<file path="src/rtl/counter_report_ctrl.sv">
// Report sequencer for the dual-latch counter: arbitrates latch registers, sends
// tag + little-endian payload frames on the byte link and handles host acks/commands.
module counter_report_ctrl #(
  parameter int unsigned Width      = 40,
  parameter int unsigned AckTimeout = 1000000
) (
  input  logic             clk,
  input  logic             rst_n,
  input  logic             rdy1,
  input  logic             rdy2,
  input  logic [Width-1:0] latch1_val,
  input  logic [Width-1:0] latch2_val,
  output logic [7:0]       tx_data,
  output logic             tx_valid,
  input  logic             tx_ready,
  input  logic [7:0]       rx_data,
  input  logic             rx_valid,
  output logic             reset_latch1,
  output logic             reset_latch2,
  output logic             sw_latch1,
  output logic             sw_latch2,
  output logic             rx_err,
  output logic             busy
);

  localparam int unsigned NBytes = Width / 8;
  localparam int unsigned IdxW   = (NBytes > 1) ? $clog2(NBytes) : 1;

  typedef enum logic [1:0] {StIdle, StTag, StData, StWaitAck} state_e;

  state_e                       state_q, state_d;
  logic [NBytes-1:0][7:0]       snap_q, snap_d;
  logic [IdxW-1:0]              idx_q, idx_d;
  logic [31:0]                  tmo_q, tmo_d;
  logic                         rr_q, rr_d;     // 0: channel 1 next on a tie
  logic                         chan_q, chan_d; // 0: channel 1, 1: channel 2
  logic                         armed1_q, armed1_d, armed2_q, armed2_d;
  logic                         rst1_q, rst1_d, rst2_q, rst2_d;
  logic                         sw1_q, sw1_d, sw2_q, sw2_d, err_q, err_d;

  logic elig1, elig2, ack, is_cmd;

  always_comb begin
    state_d  = state_q;
    snap_d   = snap_q;
    idx_d    = idx_q;
    tmo_d    = tmo_q;
    rr_d     = rr_q;
    chan_d   = chan_q;
    // Rearm only once the latch has actually been released
    armed1_d = armed1_q | ~rdy1;
    armed2_d = armed2_q | ~rdy2;
    rst1_d   = 1'b0;
    rst2_d   = 1'b0;

    elig1  = rdy1 & armed1_q;
    elig2  = rdy2 & armed2_q;
    ack    = rx_valid && (rx_data[7:1] == 7'd0) && (state_q == StWaitAck) &&
             (rx_data[0] == chan_q);
    is_cmd = (rx_data == 8'h02) || (rx_data == 8'h03);
    sw1_d  = rx_valid && (rx_data == 8'h02);
    sw2_d  = rx_valid && (rx_data == 8'h03);
    err_d  = rx_valid && !is_cmd && !ack;

    unique case (state_q)
      StIdle: begin
        if (elig1 || elig2) begin
          chan_d = (elig1 && elig2) ? rr_q : elig2;
          if (elig1 && elig2) rr_d = ~rr_q;
          snap_d  = chan_d ? latch2_val : latch1_val;
          if (chan_d) armed2_d = 1'b0;
          else        armed1_d = 1'b0;
          state_d = StTag;
        end
      end
      StTag: begin
        if (tx_ready) begin
          idx_d   = '0;
          state_d = StData;
        end
      end
      StData: begin
        if (tx_ready) begin
          if (idx_q == IdxW'(NBytes - 1)) begin
            tmo_d   = '0;
            state_d = StWaitAck;
          end else begin
            idx_d = idx_q + IdxW'(1);
          end
        end
      end
      StWaitAck: begin
        if (ack) begin
          rst1_d  = ~chan_q;
          rst2_d  = chan_q;
          state_d = StIdle;
        end else if (AckTimeout != 0) begin
          if (tmo_q == AckTimeout - 1) begin
            tmo_d   = '0;
            state_d = StTag;
          end else begin
            tmo_d = tmo_q + 32'd1;
          end
        end
      end
      default: state_d = StIdle;
    endcase
  end

  always_ff @(posedge clk or negedge rst_n) begin
    if (!rst_n) begin
      state_q  <= StIdle;
      snap_q   <= '0;
      idx_q    <= '0;
      tmo_q    <= '0;
      rr_q     <= 1'b0;
      chan_q   <= 1'b0;
      armed1_q <= 1'b1;
      armed2_q <= 1'b1;
      rst1_q   <= 1'b0;
      rst2_q   <= 1'b0;
      sw1_q    <= 1'b0;
      sw2_q    <= 1'b0;
      err_q    <= 1'b0;
    end else begin
      state_q  <= state_d;
      snap_q   <= snap_d;
      idx_q    <= idx_d;
      tmo_q    <= tmo_d;
      rr_q     <= rr_d;
      chan_q   <= chan_d;
      armed1_q <= armed1_d;
      armed2_q <= armed2_d;
      rst1_q   <= rst1_d;
      rst2_q   <= rst2_d;
      sw1_q    <= sw1_d;
      sw2_q    <= sw2_d;
      err_q    <= err_d;
    end
  end

  always_comb begin
    tx_data  = 8'h00;
    tx_valid = 1'b0;
    case (state_q)
      StTag: begin
        tx_valid = 1'b1;
        tx_data  = {7'd0, chan_q};
      end
      StData: begin
        tx_valid = 1'b1;
        tx_data  = snap_q[idx_q];
      end
      default: ;
    endcase
  end

  assign busy         = (state_q != StIdle);
  assign reset_latch1 = rst1_q;
  assign reset_latch2 = rst2_q;
  assign sw_latch1    = sw1_q;
  assign sw_latch2    = sw2_q;
  assign rx_err       = err_q;

endmodule

</file>
<file path="config.mk">
export PLATFORM = sky130hd
export DESIGN_NAME = counter_report_ctrl
export DESIGN_NICKNAME = d
export VERILOG_FILES = /design/src/rtl/counter_report_ctrl.sv
export SDC_FILE = /design/constraint.sdc
export NUM_CORES = 1
export LEC_CHECK = 0
export CORE_MARGIN = 3
export CORE_UTILIZATION = 30
export CTS_CLUSTER_DIAMETER = 200
export DETAILED_ROUTE_END_ITERATION = 12
export GPL_ROUTABILITY_DRIVEN = 0
export SLEW_MARGIN = 20
export SYNTH_ARGS = -nofsm -noshare
export SYNTH_HDL_FRONTEND = slang
export SYNTH_SLANG_ARGS = --single-unit
</file>
<file path="constraint.sdc">
create_clock -name clk -period 3.88 [get_ports clk]
set_input_delay 0.582 -clock clk [delete_from_list [all_inputs] [get_ports clk]]
set_output_delay 0.582 -clock clk [all_outputs]
set_load 0.1 [all_outputs]
</file>
== After elaboration in Yosys (flattened, before gate mapping) ==
Cells that the tools add are included.

* Add/subtract/negate cells: 2
* Magnitude comparators: 1
* Divide/modulo/power cells: 0
* Muxes and demuxes: 32
* Bitwise operators: 8
* Shift-type cells: 0
* Multipliers: 0
* Reductions and logical operators: 23
* Eq/ne operators: 15

{| class="wikitable"
|+ Operators with widths
! cell !! count
|-
| $mux 32 || 4
|-
| $pmux 32 s2 || 1
|-
| $mux 40 || 1
|-
| $add 32x1->32 const B || 1
|-
| $eq 32x20->1 const B || 1
|-
| $bmux 8 s3 || 1
|-
| $eq 8x2->1 const B || 2
|-
| $pmux 8 s2 || 1
|-
| $mux 1 || 12
|-
| $mux 2 || 6
|-
| $ne 2x2->1 const B || 6
|-
| $mux 3 || 3
|-
| $logic_and 1x1->1 || 8
|-
| $mux 8 || 1
|-
| $pmux 2 s4 || 1
|-
| $reduce_and 4->1 || 2
|-
| $logic_not 7->1 || 1
|-
| $pmux 3 s2 || 1
|-
| $reduce_bool 2->1 || 3
|-
| $reduce_and 5->1 || 1
|-
| $eq 2x2->1 const B || 2
|-
| $lt 3x4->1 const B || 1
|-
| $not 1->1 || 4
|-
| $add 3x1->3 const B || 1
|-
| 12 further kinds || 16
|}

* Memories kept: 0
* ROM bits: 0
* RAM bits: 0
* Output and inout bits: 15
* Logic and storage cells: 98
* Input port bits: 94
* Register bits: 86
* Bits in latches: 0

== Longest topological paths before layout ==
Gate-level depths: netlist (run 1).

* Depth in word-level cells: 6
* Gate-level depth with buffers: 9
* Depth with buffers taken out: 7

== Worst setup path after synthesis (run 1) ==
No wires, ideal clock.

* Kind: register to output
* From: reg state_q[0]
* To: out tx_data[1]
* Path buffers: 0
* Stages on the path, launching flop included: 5
* Path slack: 0.359 ns
* Data required time: 3.298 ns
* Arrival: 2.939 ns
* Cell sequence: dfrtp_1 inv_1 ha_1 nand2_1 nor2_1

* Longest elaborated chain between the ends: 2
* Elaborated cells on any way between the ends: 3
* Classes of those cells: 2 x eq/ne; 1 x mux

{| class="wikitable"
|+ RTL lines
! what !! RTL line !! RTL
|-
| start: declaration || 31 || <nowiki>state_e state_q, state_d;</nowiki>
|-
| start signal: assignment || 112 || <nowiki>state_q <= StIdle;</nowiki>
|-
| start signal: assignment || 126 || <nowiki>state_q <= state_d;</nowiki>
|-
| $eq 2x2->1 / $eq 2x1->1 (equally long branches) || 145 || <nowiki>case (state_q)</nowiki>
|-
| $pmux 8 s2 (*) || 145 ||
|-
| end: declaration || 13 || <nowiki>output logic [7:0] tx_data,</nowiki>
|}

Every way passes the cells marked *; elsewhere a longest branch is shown, timed or not.

== Final worst setup path (run 1) ==
* From: reg idx_q[2]
* To: out tx_data[0]

* Longest elaborated chain between the ends: 3

{| class="wikitable"
|+ RTL lines
! what !! RTL line !! RTL
|-
| start: declaration || 33 || <nowiki>logic [IdxW-1:0] idx_q, idx_d;</nowiki>
|-
| start signal: assignment || 128 || <nowiki>idx_q <= idx_d;</nowiki>
|-
| $bmux 8 s3 || 152 || <nowiki>tx_data = snap_q[idx_q];</nowiki>
|-
| $mux 8 (not written as such) || 152 ||
|-
| $pmux 8 s2 || 145 ||
|}

Every way passes these cells. The select of a mux whose other input is x is not followed.

==> flow_metrics.py, run 1 <==
metrics = {
    "outcome": {
        "run_status": "complete, no violations",
    },
    "floorplan": {
        "coreArea_um2": 15400,
        "rows": 45,
        "die_h_um": 133,
        "start_util_pct": 31.2,
        "die_area_um2": 17600,
        "die_x_um": 133,
        "io_pins": 109,
    },
    "critical_path": {
        "crit_type": "reg2out",
        "slowest_stage": "nor3_1",
        "crit_family": "simple AND/OR/NAND/NOR gates",
        "cp_data_arrival_time_ns": 2.53,
        "cp_max_fo": 9,
        "required_ns": 3.30,
        "max_stage_delay_ns": 0.69,
        "crit_buf_inv": 2,
        "startpoint_type": "flip-flop",
        "cp_cell_sequence": "clkinv_1 > nor3_1 > a22o_1 > a22oi_1 > nor2b_1 > buf_4",
        "critPathCaptureType": "output port",
    },
    "clocking": {
        "cts-root-buf": "clkbuf_16",
        "ctsResizeCount": 0,
        "cts_sinks": 86,
        "cts_hold_buf": 0,
        "clk_pin_slew_ns": 0.06,
        "cts_buffers": 9,
        "cts_max_level": 3,
        "cts_tree": "built",
        "insertion_delay_ns": 0.35,
        "cts_buffer_depth": 2,
        "postCtsSetupRepairBufs": 0,
    },
    "synth": {
        "ys_types": 55,
        "avgSynthCellArea_um2": 9.30,
        "yosysSeqAreaShare_pct": 44.8,
        "syn_area_um2": 4810,
        "synthCells": 517,
        "syn_nets": 618,
        "ys_seq_elements": 86,
        "synth-warning-count": 0,
    },
    "route": {
        "vias_per_cell": 5.25,
        "dr.pass1.iters": 5,
        "drt-total-wl_um": 13500,
        "drt_iter0_drc": 343,
        "wl_per_cell_um": 16.3,
        "route.vias.total": 4348,
        "drc": 0,
        "ant_nets": 0,
    },
    "timing": {
        "worst_pin_slew_ns": 0.978,
        "whs_ns": 0.318,
        "final-setup-viol-count": 0,
        "fin_crit_ns": 3.11,
        "rsz0062_at_grt": "no",
        "fin_crit_sh_pct": 80.2,
        "timing.fmax_ghz": 0.321,
        "skew_ns": 0.0104,
        "drv_slew": 0,
        "slew_headroom_pct": 34.6,
        "hold_viol_final": 0,
        "setup_tns_ns": 0,
    },
    "grt": {
        "use_met2_pct": 25.9,
        "grt_use_met1_pct": 20.1,
        "grt_busiest_layer": "met2",
        "grt_use_total_pct": 15.9,
        "grt_pass1_wl_um": 22500,
        "grt_overflow": 0,
        "use_met3_pct": 4.07,
        "grt_pass1_vias": 4362,
        "antenna_found_initial": 0,
        "grt_max_degree": 64,
    },
    "finish": {
        "final_cell_mix": "clkdlybuf4s50_1, dfrtp_1, nand2_1",
        "fin_nets": 714,
        "layout-drive-gt1-share_pct": 9.89,
        "layout_commonest_cell": "clkdlybuf4s50_1",
        "diodes": 0,
        "fillerInstances": 1535,
        "syn_to_final_growth_pct": 31.7,
    },
    "min_path": {
        "hp-class": "in2async",
    },
    "run": {
        "maxCapViolations": 0,
    },
    "placement": {
        "io_buffer_count": 108,
        "post-dp-hpwl_um": 9960,
    },
    "power": {
        "p_per_area_nw_per_um2": 638,
        "peakVddDrop_mv": 0.320,
        "leakagePower_nw": 2.56,
    },
}
## through the flow
step	instance area (um2)	worst slack, ns	total power, mW	util (%)	instances
final	6330	0.766	4.04	41.0	828
after global routing	6330	0.580	4.34	41.0	828
after CTS	6330	0.731	4.08	41.0	828
after detailed placement	6040	0.992	3.21	39.1	813
after global placement	6040	1.08	3.15	39.1	813
after floorplan	4810	0.359	2.68	-	517
## synth_stat cells, drive strengths merged
| library cell | count | area share, % |
|---|---|---|
| a31o | 1 | 0.18 |
| nand2 | 71 | 5.6 |
| and2 | 5 | 0.68 |
| nand3 | 19 | 2.3 |
| buf | 9 | 1.4 |
| a21o | 1 | 0.16 |
| nor2 | 38 | 3.0 |
| o31ai | 4 | 0.62 |
| a22o | 10 | 1.8 |
| xnor2 | 8 | 1.5 |
| and4bb | 1 | 0.26 |
| inv | 12 | 0.94 |
| and4 | 2 | 0.36 |
| clkinv | 1 | 0.078 |
| nor4 | 15 | 2.4 |
| nand4 | 18 | 2.7 |
| or4 | 6 | 1.0 |
| nor3b | 1 | 0.16 |
| a21oi | 17 | 2.1 |
| nor3 | 9 | 0.94 |
| or3 | 5 | 0.68 |
| xor2 | 6 | 1.1 |
| and3 | 3 | 0.42 |
| o2bb2ai | 1 | 0.18 |
| o211ai | 2 | 0.31 |
| dfrtp | 84 | 44 |
| mux2 | 1 | 0.23 |
| nor2b | 6 | 0.78 |
| ha | 7 | 1.8 |
| clkbuf | 22 | 1.7 |
| o41ai | 1 | 0.18 |
| mux4 | 8 | 3.7 |
| nand2b | 3 | 0.39 |
| a211oi | 1 | 0.16 |
| o21ba | 1 | 0.21 |
| o21a | 1 | 0.16 |
| o221ai | 1 | 0.18 |
| o21ai | 59 | 6.1 |
| a22oi | 51 | 8.0 |
| dfstp | 2 | 1.1 |
| nor4b | 4 | 0.73 |
## report_power, final
| part | leakage, nW | switching (mW) | internal, mW |
|---|---|---|---|
| Clock | 0.135 | 0.352 | 0.513 |
| Combinational | 1.31 | 1.15 | 0.633 |
| Sequential | 1.12 | 0.224 | 1.16 |
| Total | 2.56 | 1.73 | 2.31 |
## state kept, by name, indices dropped and copies added (netlist names), 2 cells and up
name,cells
tmo_q,32
snap_q,40
state_q,2
idx_q,3
## path summary, 6_finish.rpt
check / start / end / slack (ns) / cells after the start
setup / recovery: idx_q[2] / tx_data[0] / 0.77 / 6
hold / removal: rst_n / rx_err / 0.32 / 1
setup reg to reg: state_q[0] / tmo_q[6] / 1.24 / 7
hold reg to reg: snap_q[20] / snap_q[20] / 0.48 / 2
max in group asynchronous: rst_n / tmo_q[7] / 2.75 / 2
min in group clk: snap_q[20] / snap_q[20] / 0.48 / 2
## worst register-to-register path, cell delays in order, from the launching register on
cell,delay [ns]
dfrtp_1,0.41
inv_1,0.12
ha_1,0.45
nand4_1,0.28
and2_1,0.29
nor2_1,0.47
nand3_1,0.20
o31ai_1,0.30
## kinds of logic after synthesis
family | Yosys count | synth area share [%]
and+or+nand+nor | 206 | 22.3
muxes | 9 | 3.98
xor gates and xnor gates | 14 | 2.55
DFF | 86 | 44.8
buffers and inverters | 44 | 4.11
AOI/OAI and AO/OA | 151 | 20.4
adders and majority gates | 7 | 1.82
## routing by layer
metal	vias up	share of wire [%]
met5	-	0
met4	0	2.2
met3	19	5.9
met2	144	48
met1	2081	44
li1	2104	-
## layout make-up
cell class	count	area (um2)	share of cell area, %
multi-input combinational	387	2460	38.8
sequential	86	2150	34.0
timing repair buffer	116	1110	17.6
tap	211	264	4.17
clock buffer	12	246	3.89
inverter	13	48.8	0.771
clock inverter	3	45.0	0.712
No activity file was read; power rests on OpenSTA's default activity.
==> inputs of run 2 (changes only) <==
==> constraint.sdc (replaced) <==
create_clock -name clk -period 2.9 [get_ports clk]
set_input_delay 0.435 -clock clk [delete_from_list [all_inputs] [get_ports clk]]
set_output_delay 0.435 -clock clk [all_outputs]
set_load 0.1 [all_outputs]
==> run 2 against run 1 <==
  * Die area unchanged
  * Flip-flop and latch count unchanged
  * Clock power rose by 27%
  * Critical path depth decreased by 1
  * Sequential power grew 31%
  * Hold slack lost 0.24 ns
  * Routed wire length is 1.1% lower
  * Sequential share of layout area decreased by 0.90 points
  * Clock skew shrank 0.0059 ns
  * Power grew 37%
  * Count of clock-buffer cells in the layout is 2 higher
==> flow_metrics.py, run 2 (same netlist as run 1, synthesis figures left out) <==
metrics = {
    "outcome": {
        "run_status": "complete, no violations",
    },
    "finish": {
        "largest_register": "snap_q",
        "fin_cells": 835,
        "post-route-util_pct": 42.1,
        "diodes": 0,
        "reg_top3": "snap_q (40), tmo_q (32), idx_q (3)",
        "fillerInstances": 1460,
        "fin_nets": 721,
        "layout_commonest_cell": "clkdlybuf4s50_1",
        "syn_to_final_growth_pct": 35.3,
        "register_area_um2": 2150,
        "final_cell_mix": "clkdlybuf4s50_1, dfrtp_1, nand2_1",
        "multi_input_area_um2": 2480,
        "layout-drive-gt1-share_pct": 13.0,
        "largest_reg_flops": 40,
    },
    "clocking": {
        "cts_sinks": 86,
        "cts-root-buf": "clkbuf_16",
        "insertion_delay_ns": 0.34,
        "postCtsSetupRepairBufs": 0,
        "ctsResizeCount": 0,
        "cts_max_level": 3,
        "cts_buffer_depth": 2,
        "cts_buffers": 9,
        "clk_pin_slew_ns": 0.06,
        "cts_tree": "built",
        "cts_hold_buf": 0,
    },
    "timing": {
        "fin_crit_ns": 2.62,
        "worst_pin_slew_ns": 0.646,
        "final-setup-viol-count": 0,
        "slew_headroom_pct": 56.5,
        "hold_viol_final": 0,
        "fin_crit_sh_pct": 90.4,
        "timing.fmax_ghz": 0.381,
        "rsz0062_at_grt": "no",
        "drv_slew": 0,
        "skew_ns": 0.00458,
    },
    "placement": {
        "post-dp-hpwl_um": 10100,
        "placed_cells": 820,
        "io_buffer_count": 108,
    },
    "grt": {
        "grt_max_degree": 46,
        "grt_pass1_wl_um": 22300,
        "grt_overflow": 0,
        "grt_pass1_vias": 4450,
        "antenna_found_initial": 0,
        "grt_use_total_pct": 15.5,
    },
    "critical_path": {
        "crit_family": "flip-flops",
        "max_stage_delay_ns": 0.58,
        "cp_data_arrival_time_ns": 2.19,
        "slowest_stage": "dfrtp_1",
        "cp_cell_sequence": "buf_4 > mux4_2 > a22oi_1 > nor2_2 > buf_12",
        "critPathCaptureType": "output port",
        "crit_buf_inv": 2,
        "crit_type": "reg2out",
        "required_ns": 2.47,
        "cp_max_fo": 8,
        "startpoint_type": "flip-flop",
    },
    "floorplan": {
        "io_pins": 109,
        "die_area_um2": 17600,
        "start_util_pct": 31.2,
        "coreArea_um2": 15400,
        "rows": 45,
        "die_x_um": 133,
        "die_h_um": 133,
    },
    "power": {
        "p_per_area_nw_per_um2": 854,
        "peakVddDrop_mv": 0.458,
        "total_power_mw": 5.55,
        "leakagePower_nw": 2.65,
    },
    "route": {
        "vias_per_cell": 5.20,
        "dr.pass1.iters": 5,
        "drt_iter0_drc": 292,
        "drc": 0,
        "ant_nets": 0,
        "drt-total-wl_um": 13400,
        "wl_per_cell_um": 16.0,
        "route.vias.total": 4341,
    },
    "min_path": {
        "hp-class": "in2async",
    },
    "run": {
        "maxCapViolations": 0,
    },
}
==> run 2: changes by cell type in the layout (fill, tap and decap cells not counted), sizes merged <==
cell           change
buf               +12
clkinvlp           -2
clkinv             +1
bufinv             -1
clkdlybuf4s50      -5
clkbuf             +2
==> run 2: area by class of cell <==
class,instances,area share [%]
Clock buffer,14,4.21
Clock inverter,1,0.0770
Inverter,13,0.751
Multi-Input combinational cell,387,38.1
Sequential cell,86,33.1
Tap cell,211,4.06
Timing Repair Buffer,123,19.7
==> run 2: layer usage <==
metal	part of all wire [%]	vias up	global-route usage, %
met5	0	-	0
met4	2.3	0	6.70
met3	5.8	20	3.16
met2	50	143	26.4
met1	42	2068	19.2
li1	-	2110	-
==> run 2: worst reg2reg max path, stage by stage, from the launching register on <==
cell and delay, ns:
dfrtp_1 0.42, inv_1 0.12, ha_1 0.42, nand4_1 0.25, and2_1 0.29, nor2_1 0.42
nand3_1 0.20, o31ai_1 0.28
==> run 2: per-stage QoR <==
stage / hold slack (ns) / setup TNS [ns] / instance area [um2] / setup slack [ns]
after floorplan: 0.139 / -1.08 / 4830 / -0.155
after global placement: 0.456 / 0 / 6220 / 0.314
after detailed placement: 0.465 / 0 / 6220 / 0.256
after CTS: 0.106 / 0 / 6500 / 0.240
after global routing: 0.133 / 0 / 6500 / 0.177
final: 0.0825 / 0 / 6500 / 0.278
==> run 2: final timing paths <==
check | from | end | slack, ns | cells past startpoint
max | idx_q[0] | tx_data[6] | 0.28 | 5
min | rst_n | tmo_q[9] | 0.08 | 1
max reg2reg | state_q[0] | tmo_q[6] | 0.40 | 7
min reg2reg | rr_q | rr_q | 0.48 | 1
max in group asynchronous | rst_n | armed2_q | 2.14 | 2
min in group clk | rr_q | rr_q | 0.48 | 1
==> run 2: where the power goes <==
group | switching [mW] | internal (mW) | total [mW]
logic | 1.62 | 1.01 | 2.63
registers | 0.261 | 1.56 | 1.82
clock network | 0.452 | 0.645 | 1.10
total | 2.34 | 3.21 | 5.55
